## src/rtl/i2c_pkg.sv

```systemverilog
// Shared I2C definitions for the write master and the slave side.
package i2c_pkg;

    localparam int unsigned ADDR_BITS = 7;
    localparam logic        RW_WRITE  = 1'b0;

    // Bus phase of the master FSM
    typedef enum logic [2:0] {
        StIdle,
        StStart,
        StAddr,
        StAddrAck,
        StData,
        StDataAck,
        StStop
    } i2c_state_e;

    // Quarter of the current SCL bit period
    typedef enum logic [1:0] {
        Q0 = 2'd0,
        Q1 = 2'd1,
        Q2 = 2'd2,
        Q3 = 2'd3
    } quarter_e;

endpackage

```

## src/rtl/i2c_tick_gen.sv

```systemverilog
// Quarter-period prescaler: one-cycle tick every CLK_DIV enabled cycles.
module i2c_tick_gen #(
    parameter int unsigned CLK_DIV = 4
) (
    input  logic clk,
    input  logic rst_n,
    input  logic en,
    output logic tick
);

    localparam int unsigned   CntW   = (CLK_DIV > 1) ? $clog2(CLK_DIV) : 1;
    localparam logic [CntW-1:0] CntMax = CntW'(CLK_DIV - 1);

    logic [CntW-1:0] cnt_q, cnt_d;

    // Count while enabled, hold at zero otherwise so every transaction starts aligned
    always_comb begin
        cnt_d = cnt_q;
        if (!en || (cnt_q == CntMax)) begin
            cnt_d = '0;
        end else begin
            cnt_d = cnt_q + CntW'(1);
        end
    end

    // Prescaler register
    always_ff @(posedge clk or negedge rst_n) begin
        if (!rst_n) begin
            cnt_q <= '0;
        end else begin
            cnt_q <= cnt_d;
        end
    end

    assign tick = en && (cnt_q == CntMax);

endmodule

```

## src/rtl/i2c_master_write.sv

```systemverilog
// Single-byte I2C write master: START, address+W, ACK, data, ACK, STOP.
module i2c_master_write
    import i2c_pkg::*;
#(
    parameter int unsigned CLK_DIV = 4
) (
    input  logic                 clk,
    input  logic                 rst_n,
    input  logic                 start,
    input  logic [ADDR_BITS-1:0] addr,
    input  logic [7:0]           data,
    input  logic                 sda_in,
    output logic                 scl_out,
    output logic                 sda_oe,
    output logic                 busy,
    output logic                 done,
    output logic                 ack_err
);

    i2c_state_e state_q, state_d;
    quarter_e   qtr_q, qtr_d;
    logic [2:0] bit_cnt_q, bit_cnt_d;
    logic [7:0] shift_q, shift_d;
    logic [7:0] data_q, data_d;
    logic       ack_err_q, ack_err_d;
    logic       done_q, done_d;
    logic       sda_meta_q, sda_sync_q;
    logic       tick;
    logic       scl_hi;
    logic       in_ack;

    assign busy    = (state_q != StIdle);
    assign done    = done_q;
    assign ack_err = ack_err_q;
    assign scl_hi  = (qtr_q == Q2) || (qtr_q == Q3);
    assign in_ack  = (state_q == StAddrAck) || (state_q == StDataAck);

    i2c_tick_gen #(
        .CLK_DIV (CLK_DIV)
    ) u_tick_gen (
        .clk   (clk),
        .rst_n (rst_n),
        .en    (busy),
        .tick  (tick)
    );

    // Two-flop synchronizer on the SDA pad; idles high like the pulled-up bus
    always_ff @(posedge clk or negedge rst_n) begin
        if (!rst_n) begin
            sda_meta_q <= 1'b1;
            sda_sync_q <= 1'b1;
        end else begin
            sda_meta_q <= sda_in;
            sda_sync_q <= sda_meta_q;
        end
    end

    // Next-state: accept, quarter/bit sequencing, ACK sampling
    always_comb begin
        state_d   = state_q;
        qtr_d     = qtr_q;
        bit_cnt_d = bit_cnt_q;
        shift_d   = shift_q;
        data_d    = data_q;
        ack_err_d = ack_err_q;
        done_d    = 1'b0;

        if (state_q == StIdle) begin
            // A start in the done cycle is dropped so the bus gets an idle gap
            if (start && !done_q) begin
                shift_d   = {addr, RW_WRITE};
                data_d    = data;
                ack_err_d = 1'b0;
                bit_cnt_d = '0;
                qtr_d     = Q0;
                state_d   = StStart;
            end
        end else if (tick) begin
            qtr_d = quarter_e'(qtr_q + 2'd1);

            // Sample at the end of q2, while SCL is high and SDA is stable
            if (in_ack && (qtr_q == Q2) && sda_sync_q) begin
                ack_err_d = 1'b1;
            end

            if (qtr_q == Q3) begin
                unique case (state_q)
                    StStart: state_d = StAddr;
                    StAddr, StData: begin
                        if (bit_cnt_q == 3'd7) begin
                            bit_cnt_d = '0;
                            state_d   = (state_q == StAddr) ? StAddrAck : StDataAck;
                        end else begin
                            bit_cnt_d = bit_cnt_q + 3'd1;
                            shift_d   = {shift_q[6:0], 1'b0};
                        end
                    end
                    StAddrAck: begin
                        if (ack_err_q) begin
                            state_d = StStop;
                        end else begin
                            shift_d = data_q;
                            state_d = StData;
                        end
                    end
                    StDataAck: state_d = StStop;
                    StStop: begin
                        state_d = StIdle;
                        done_d  = 1'b1;
                    end
                    default: state_d = StIdle;
                endcase
            end
        end
    end

    // Bus drive decoded from phase and quarter; SDA only moves in q0 of a bit
    always_comb begin
        scl_out = 1'b1;
        sda_oe  = 1'b0;
        unique case (state_q)
            StIdle: begin
                scl_out = 1'b1;
                sda_oe  = 1'b0;
            end
            StStart: begin
                scl_out = 1'b1;
                sda_oe  = scl_hi;
            end
            StAddr, StData: begin
                scl_out = scl_hi;
                sda_oe  = ~shift_q[7];
            end
            StAddrAck, StDataAck: begin
                scl_out = scl_hi;
                sda_oe  = 1'b0;
            end
            StStop: begin
                scl_out = scl_hi;
                sda_oe  = (qtr_q != Q3);
            end
            default: begin
                scl_out = 1'b1;
                sda_oe  = 1'b0;
            end
        endcase
    end

    // State register
    always_ff @(posedge clk or negedge rst_n) begin
        if (!rst_n) begin
            state_q   <= StIdle;
            qtr_q     <= Q0;
            bit_cnt_q <= '0;
            shift_q   <= '0;
            data_q    <= '0;
            ack_err_q <= 1'b0;
            done_q    <= 1'b0;
        end else begin
            state_q   <= state_d;
            qtr_q     <= qtr_d;
            bit_cnt_q <= bit_cnt_d;
            shift_q   <= shift_d;
            data_q    <= data_d;
            ack_err_q <= ack_err_d;
            done_q    <= done_d;
        end
    end

endmodule

```

## config.mk

```make
export PLATFORM = sky130hd
export DESIGN_NAME = i2c_master_write
export DESIGN_NICKNAME = d
export VERILOG_FILES = /design/src/rtl/i2c_pkg.sv /design/src/rtl/i2c_tick_gen.sv /design/src/rtl/i2c_master_write.sv
export SDC_FILE = /design/constraint.sdc
export NUM_CORES = 1
export LEC_CHECK = 0
export BUFFER_PORTS_ARGS = -buffer_cell sky130_fd_sc_hd__buf_2
export CAP_MARGIN = 30
export CORE_MARGIN = 4
export CORE_UTILIZATION = 45
export CTS_CLUSTER_DIAMETER = 80
export DETAILED_ROUTE_END_ITERATION = 16
export HOLD_SLACK_MARGIN = 0.06
export PLACE_DENSITY = 0.66
export SLEW_MARGIN = 20
export SYNTH_ARGS = -nofsm -noshare
export SYNTH_HDL_FRONTEND = slang
export SYNTH_SLANG_ARGS = --single-unit
```

## constraint.sdc

```tcl
create_clock -name clk -period 4.33 [get_ports clk]
set_input_delay 0 -clock clk [delete_from_list [all_inputs] [get_ports clk]]
set_output_delay 0 -clock clk [all_outputs]
set_load 0.05 [all_outputs]
```

# After elaboration in Yosys (flattened, before gate mapping)
# Cells that the tools add are included.
totals:
  in_bits: 19
  elab_cells: 88
  reg_bits: 30
classes:
  n_bitwise: 1
  mux: 35
  reduce_logical: 24
  n_eq_ne: 15
  add_sub_neg: 3
ops:
  columns: ["cell", "n"]
  rows:
  - ["2-to-1 mux 8 bit", 6]
  - ["2-to-1 mux 3 bit", 12]
  - ["one-hot mux 8 bit (2 select lines)", 1]
  - ["== test 3 bit (second input constant)", 4]
  - ["one-hot mux 3 bit (4 select lines)", 1]
  - ["2-to-1 mux 2 bit", 5]
  - ["2-to-1 mux 1 bit", 9]
  - ["AND reduction 4 bit", 2]
  - ["nonzero test 2 bit", 4]
  - ["== test 2 bit (second input constant)", 3]
  - ["== test 3 x 2 -> 1 bit (second input constant)", 2]
  - ["inequality test 3 bit (second input constant)", 2]
  - ["AND reduction 6 bit", 1]
  - ["nonzero test 3 bit", 2]
  - ["OR reduction 5 bit", 1]
  - ["adder 2 x 1 -> 2 bit (second input constant)", 2]
  - ["logical AND 1 bit", 4]
  - ["AND reduction 2 bit", 2]
  - ["adder 3 x 1 -> 3 bit (second input constant)", 1]
  - ["== test 3 x 1 -> 1 bit (second input constant)", 1]
  - ["zero test 3 bit", 1]
  - ["logical OR 1 bit", 3]
  - ["inequality test 3 x 2 -> 1 bit (second input constant)", 1]
  - ["one-hot mux 1 bit (3 select lines)", 1]
  - ["other kinds (6)", 7]

# Longest topological paths before layout
depth:
  word_depth: 7
  ltp_mapped: 7
  mapped_depth_nobuf: 6

# Cells and area by module
# A second synthesis with hierarchy kept.
unflattened:
  hier_cells: 139
  hier_area_um2: 1597.8
modules_own_cells:
  columns: ["module", "area_each_um2", "instances", "seq_area_each_um2", "cells_per_inst"]
  rows:
  - ["i2c_master_write", 1506.4, 1, 703.2, 133]
  - ["i2c_tick_gen", 91.3, 1, 50.0, 6]

# Worst setup path before layout
# No wires, ideal clock.
synth_path:
  path_kind: "reg-to-output"
  from: "register state_q[2]"
  to: "output sda_oe"
  t_arrival_ns: 1.905
  slack_ns: 2.425
  stages_incl_launch_ff: 7
  cell_sequence: "dfrtp_1 -> buf_2 -> buf_2 -> inv_2 -> nor3_1 -> a21oi_1 -> o22ai_1"
synth_via:
  elab_chain_len: 3
  word_cells_on_any_way: 6
  classes_between: "eq/ne: 4; mux: 1; reduce/logical: 1"
synth_lines:
  columns: ["item", "line_no", "source"]
  rows:
  - ["from (decl)", "i2c_master_write.sv:20", "i2c_state_e state_q, state_d;"]
  - ["from (signal assigned)", "i2c_master_write.sv:152", "state_q <= StIdle;"]
  - ["from (signal assigned)", "i2c_master_write.sv:160", "state_q <= state_d;"]
  - ["== test 3 x 2 -> 1 bit / == test 3 bit (equally long branches)", "i2c_master_write.sv:121", "unique case (state_q)"]
  - ["OR reduction 2 bit", "i2c_master_write.sv:121", null]
  - ["one-hot mux 1 bit (3 select lines) (*)", "i2c_master_write.sv:121", null]
  - ["to (decl)", "i2c_master_write.sv:14", "output logic sda_oe,"]
# Mark *: on every way between the ends. The rest lies on a longest branch, timed or not.

# Worst setup path in the final report
layout_path:
  from: "register state_q[1]"
  to: "register shift_q[0]"
layout_via:
  elab_chain_len: 6
  word_cells_on_any_way: 18
  classes_between: "eq/ne: 6; mux: 4; reduce/logical: 8"
layout_lines:
  columns: ["item", "line_no", "source"]
  rows:
  - ["== test 3 x 2 -> 1 bit / == test 3 bit (equally long branches)", "i2c_master_write.sv:87", "unique case (state_q)"]
  - ["OR reduction 2 bit", "i2c_master_write.sv:87", null]
  - ["one-hot mux 8 bit (2 select lines)", "i2c_master_write.sv:87", null]
  - ["2-to-1 mux 8 bit", "i2c_master_write.sv:86", "if (qtr_q == Q3) begin"]
  - ["2-to-1 mux 8 bit", "i2c_master_write.sv:78", "end else if (tick) begin"]
  - ["2-to-1 mux 8 bit", "i2c_master_write.sv:68", "if (state_q == StIdle) begin"]
  - ["to (signal assigned)", "i2c_master_write.sv:163", "shift_q <= shift_d;"]
  - ["to (decl)", "i2c_master_write.sv:23", "logic [7:0] shift_q, shift_d;"]
# Several ways; a longest one is shown, not always the timed one. The select of a mux whose other input is x is not followed.
# A chain may end at the register's enable or synchronous reset.

==> impl_results.md <==
* Yosys warnings at 0
* Buffers on Ports at 23
* Dpl cell area at around 0.0018 sq mm
* Synth Register Bits at 30
* Core Region at 0.00347 sq mm
* Drt first pass iters at 5
* Crit Path Max Fanout at 28
* Slew HR at 0.418
* DRC violations left at 0
* CP startpoint kind: register
* CTS sink cnt at 30
* Setup TNS at 0 ns
* Max Clk Rate at roughly 430 MHz
* Slowest-stage cell, CP: dfrtp_1
* Cell Area, Synth at between 0.0015 and 0.002 sq mm
* Final min period at 2.33 ns
* Layout fillers at 320
* Via Count at approximately 1300
* Pwr Total at between 1000 and 1500 uW
* RePlAce Congestion at ~0.79
* # setup viols final at 0
* CP Capture Type: register
* Clk_lat worst skew at ~0.28 ns
* Nets at 208
* Post-route ant nets at 0
* RSZ-0062 raised after global routing: false
* Maximum vdd drop at around 330 uV
* Final Max Slew Viols at 0
* Drt first-iter violations at 64
* CP required at about 4.5 ns
* Most used DFF post-synth: dfrtp_1
* Layout cells sized above 1 at 0.276
* Die H at about 70 um
* DR vias/cell at approximately 5.4
* Final cycle utilization of the critical path at 0.537
* Top Ports at 24
* Crit path DAT at around 2.5 ns
* Hold_sp: addr[5]
* Placed cells at approximately 210
* Pwr dens at around 560 mW/mm^2
* Fin. Hold Viols at 0
* Worst Setup SP: state_q[1]
* Die width at ~69 um
* Largest net degree at the start of global routing at 32
* Avg Inst Size Synth at approximately 11 sq um
* Post-DP HPWL at 2.39 mm
* WL per Instance at roughly 15 um
* Post-synth cell types at 43
* Final WS setup at between 2 and 2.5 ns
* Total Wirelength at 3.37 mm
* CTS Root Cell: clkbuf_8
* Area of the multi-input gates at between 800 and 900 sq um
* Worst Skew at ~0.0054 ns
* H-tree levels at 2
* CTS buffer count at 5
* Worst Hold Class: input pin to register
* Antenna diodes at 0
* Initial antenna violation count at 0
* Setup CP Type: register to register
* Worst Tran Pin Value at 0.874 ns
* Crit path largest cell delay at about 0.9 ns
* Area Growth Syn to Fin at 20.3%
* CTS tree: yes
* Setup repair bufs after CTS at 0
* Final std cells w/o fill at 231
* First-pass GRT wire length at about 5.8 mm
* Finished Cell Area at slightly above 0.002 sq mm
* Post-synthesis sequential area ratio at 0.450
* Buffers from clock root to sink, at most at 2
* Clock input transition at the sequential cells of the worst setup and hold paths at 0.06 ns
* Async S/R FF share, synth at 1.00
* # rows at 21
* Worst r2r src: state_q[1]
* Die area at about 0.0048 sq mm
* Initial Utilization at 0.483
* Syn Nets at 177
* Total GRT Usage at 0.153
* Post-synth EDFFs at 0
* Lkg Pwr at 0.000970 uW
* Status: finished clean
* Max-Cap Viols at 0
* Pre-CTS WS at 2.04 ns
* Crit path cell chain: nand2_1, o32ai_2, nand2_4, mux2_4
* Post-Syn Instances at approximately 150
* Sequential cell area at around 750 sq um
* Grt ovf at 0
* Vias in the first global route at 1267
## sequential cells by signal, indices dropped and copies added, names as in the netlist
name and flops:
data_q 8, shift_q 8, bit_cnt_q 3, state_q 3
qtr_q 2, u_tick_gen.cnt_q 2, ack_err 1, done 1
sda_meta_q 1, sda_sync_q 1
## cell type report
class,count,area share
inverters,11,0.0205
clock buffers,5,0.0341
flip-flops and latches,30,0.374
well taps,46,0.0286
multi-input cells,102,0.409
clock inverters,3,0.0199
repair buffers,34,0.114
## synthesized netlist by cell type (2+ instances only)
cell,count,share of area
nor3b_1,2,0.0090
dfstp_2,2,0.031
o32a_1,7,0.042
nand2_1,7,0.016
dfrtp_1,28,0.42
nor3_1,7,0.021
inv_2,2,0.0045
ha_1,5,0.037
mux2_4,8,0.072
a21oi_1,8,0.024
o221ai_1,7,0.037
buf_2,3,0.0090
inv_1,9,0.020
nand4_1,2,0.0075
mux2i_1,7,0.042
o21ai_0,5,0.015
nor2_1,5,0.011
buf_6,2,0.013
o21ai_1,3,0.0090
clkbuf_1,4,0.0090
nand3_1,6,0.018
nand2b_1,3,0.011
## report_power, final
part | internal [uW] | switching (uW) | total (uW)
Combinational | 194 | 182 | 376
Clock | 169 | 101 | 270
Sequential | 373 | 105 | 478
Total | 736 | 388 | 1120
## cells in the final DEF (no fill, tap or decap), types with 2 or more instances in the layout
master          n
dfrtp_1        28
o221ai_1        7
inv_2           2
clkinv_2        2
nor2_1          5
o32a_1          7
nor3_1          7
dfstp_2         2
nand2b_1        3
o21ai_1         3
nand2_1         7
dlygate4sd3_1  10
buf_2          23
o21ai_0         5
nor3b_1         2
clkbuf_8        5
mux2_4          8
mux2i_1         7
nand4_1         2
inv_1           9
nand3_1         6
ha_1            5
a21oi_1         8
## critical path, delay by kind of cell (launching register included)
family / cells / cell delay [ns]
DFF: 1 / 0.91
and+or+nand+nor: 2 / 0.60
AOI/OAI and AO/OA: 1 / 0.37
muxes: 1 / 0.32
## through the flow
stage          hold WS [ns]   util
2_1_floorplan        -0.296      -
3_3_place_gp         0.0618  0.517
3_5_place_dp         0.0626  0.517
5_1_grt               0.302  0.581
6_report              0.248  0.581
4_1_cts               0.247  0.577
## cell families (layout without fill, tap and decap cells)
kind of cell | Yosys count | in the layout | synth area share
buf+inv | 21 | 53 | 0.0582
fa+ha+maj | 6 | 6 | 0.0433
flops | 30 | 30 | 0.450
xor+xnor | 1 | 1 | 0.00523
simple gates | 39 | 39 | 0.132
compound gates | 39 | 39 | 0.184
mux | 17 | 17 | 0.127
## worst paths after layout
| check | end | slack (ns) | cells after the start |
|---|---|---|---|
| max in group asynchronous | qtr_q[0] | 3.63 | 2 |
| min in group asynchronous | data_q[6] | 0.28 | 2 |
| min | shift_q[6] | 0.25 | 5 |
| min reg2reg | sda_sync_q | 0.35 | 0 |
| max | shift_q[0] | 2.00 | 4 |
| max reg2reg | shift_q[0] | 2.00 | 4 |
## per-layer routing
| layer | share of wire | up-vias | GRT usage |
|---|---|---|---|
| met5 | 0 | - | 0 |
| met4 | 0.020 | 0 | 0.0781 |
| met3 | 0.048 | 7 | 0.0494 |
| met2 | 0.48 | 29 | 0.240 |
| met1 | 0.46 | 590 | 0.187 |
| li1 | - | 629 | - |
## timing repair
item / in CTS / in global routing
endpoints found under the setup margin: 0 / 0
resized for setup: 0 / 0
hold endpoints to repair: 37 / 0
hold buffers: 10 / 0
Note: power is estimated with default switching activity, not from simulation.
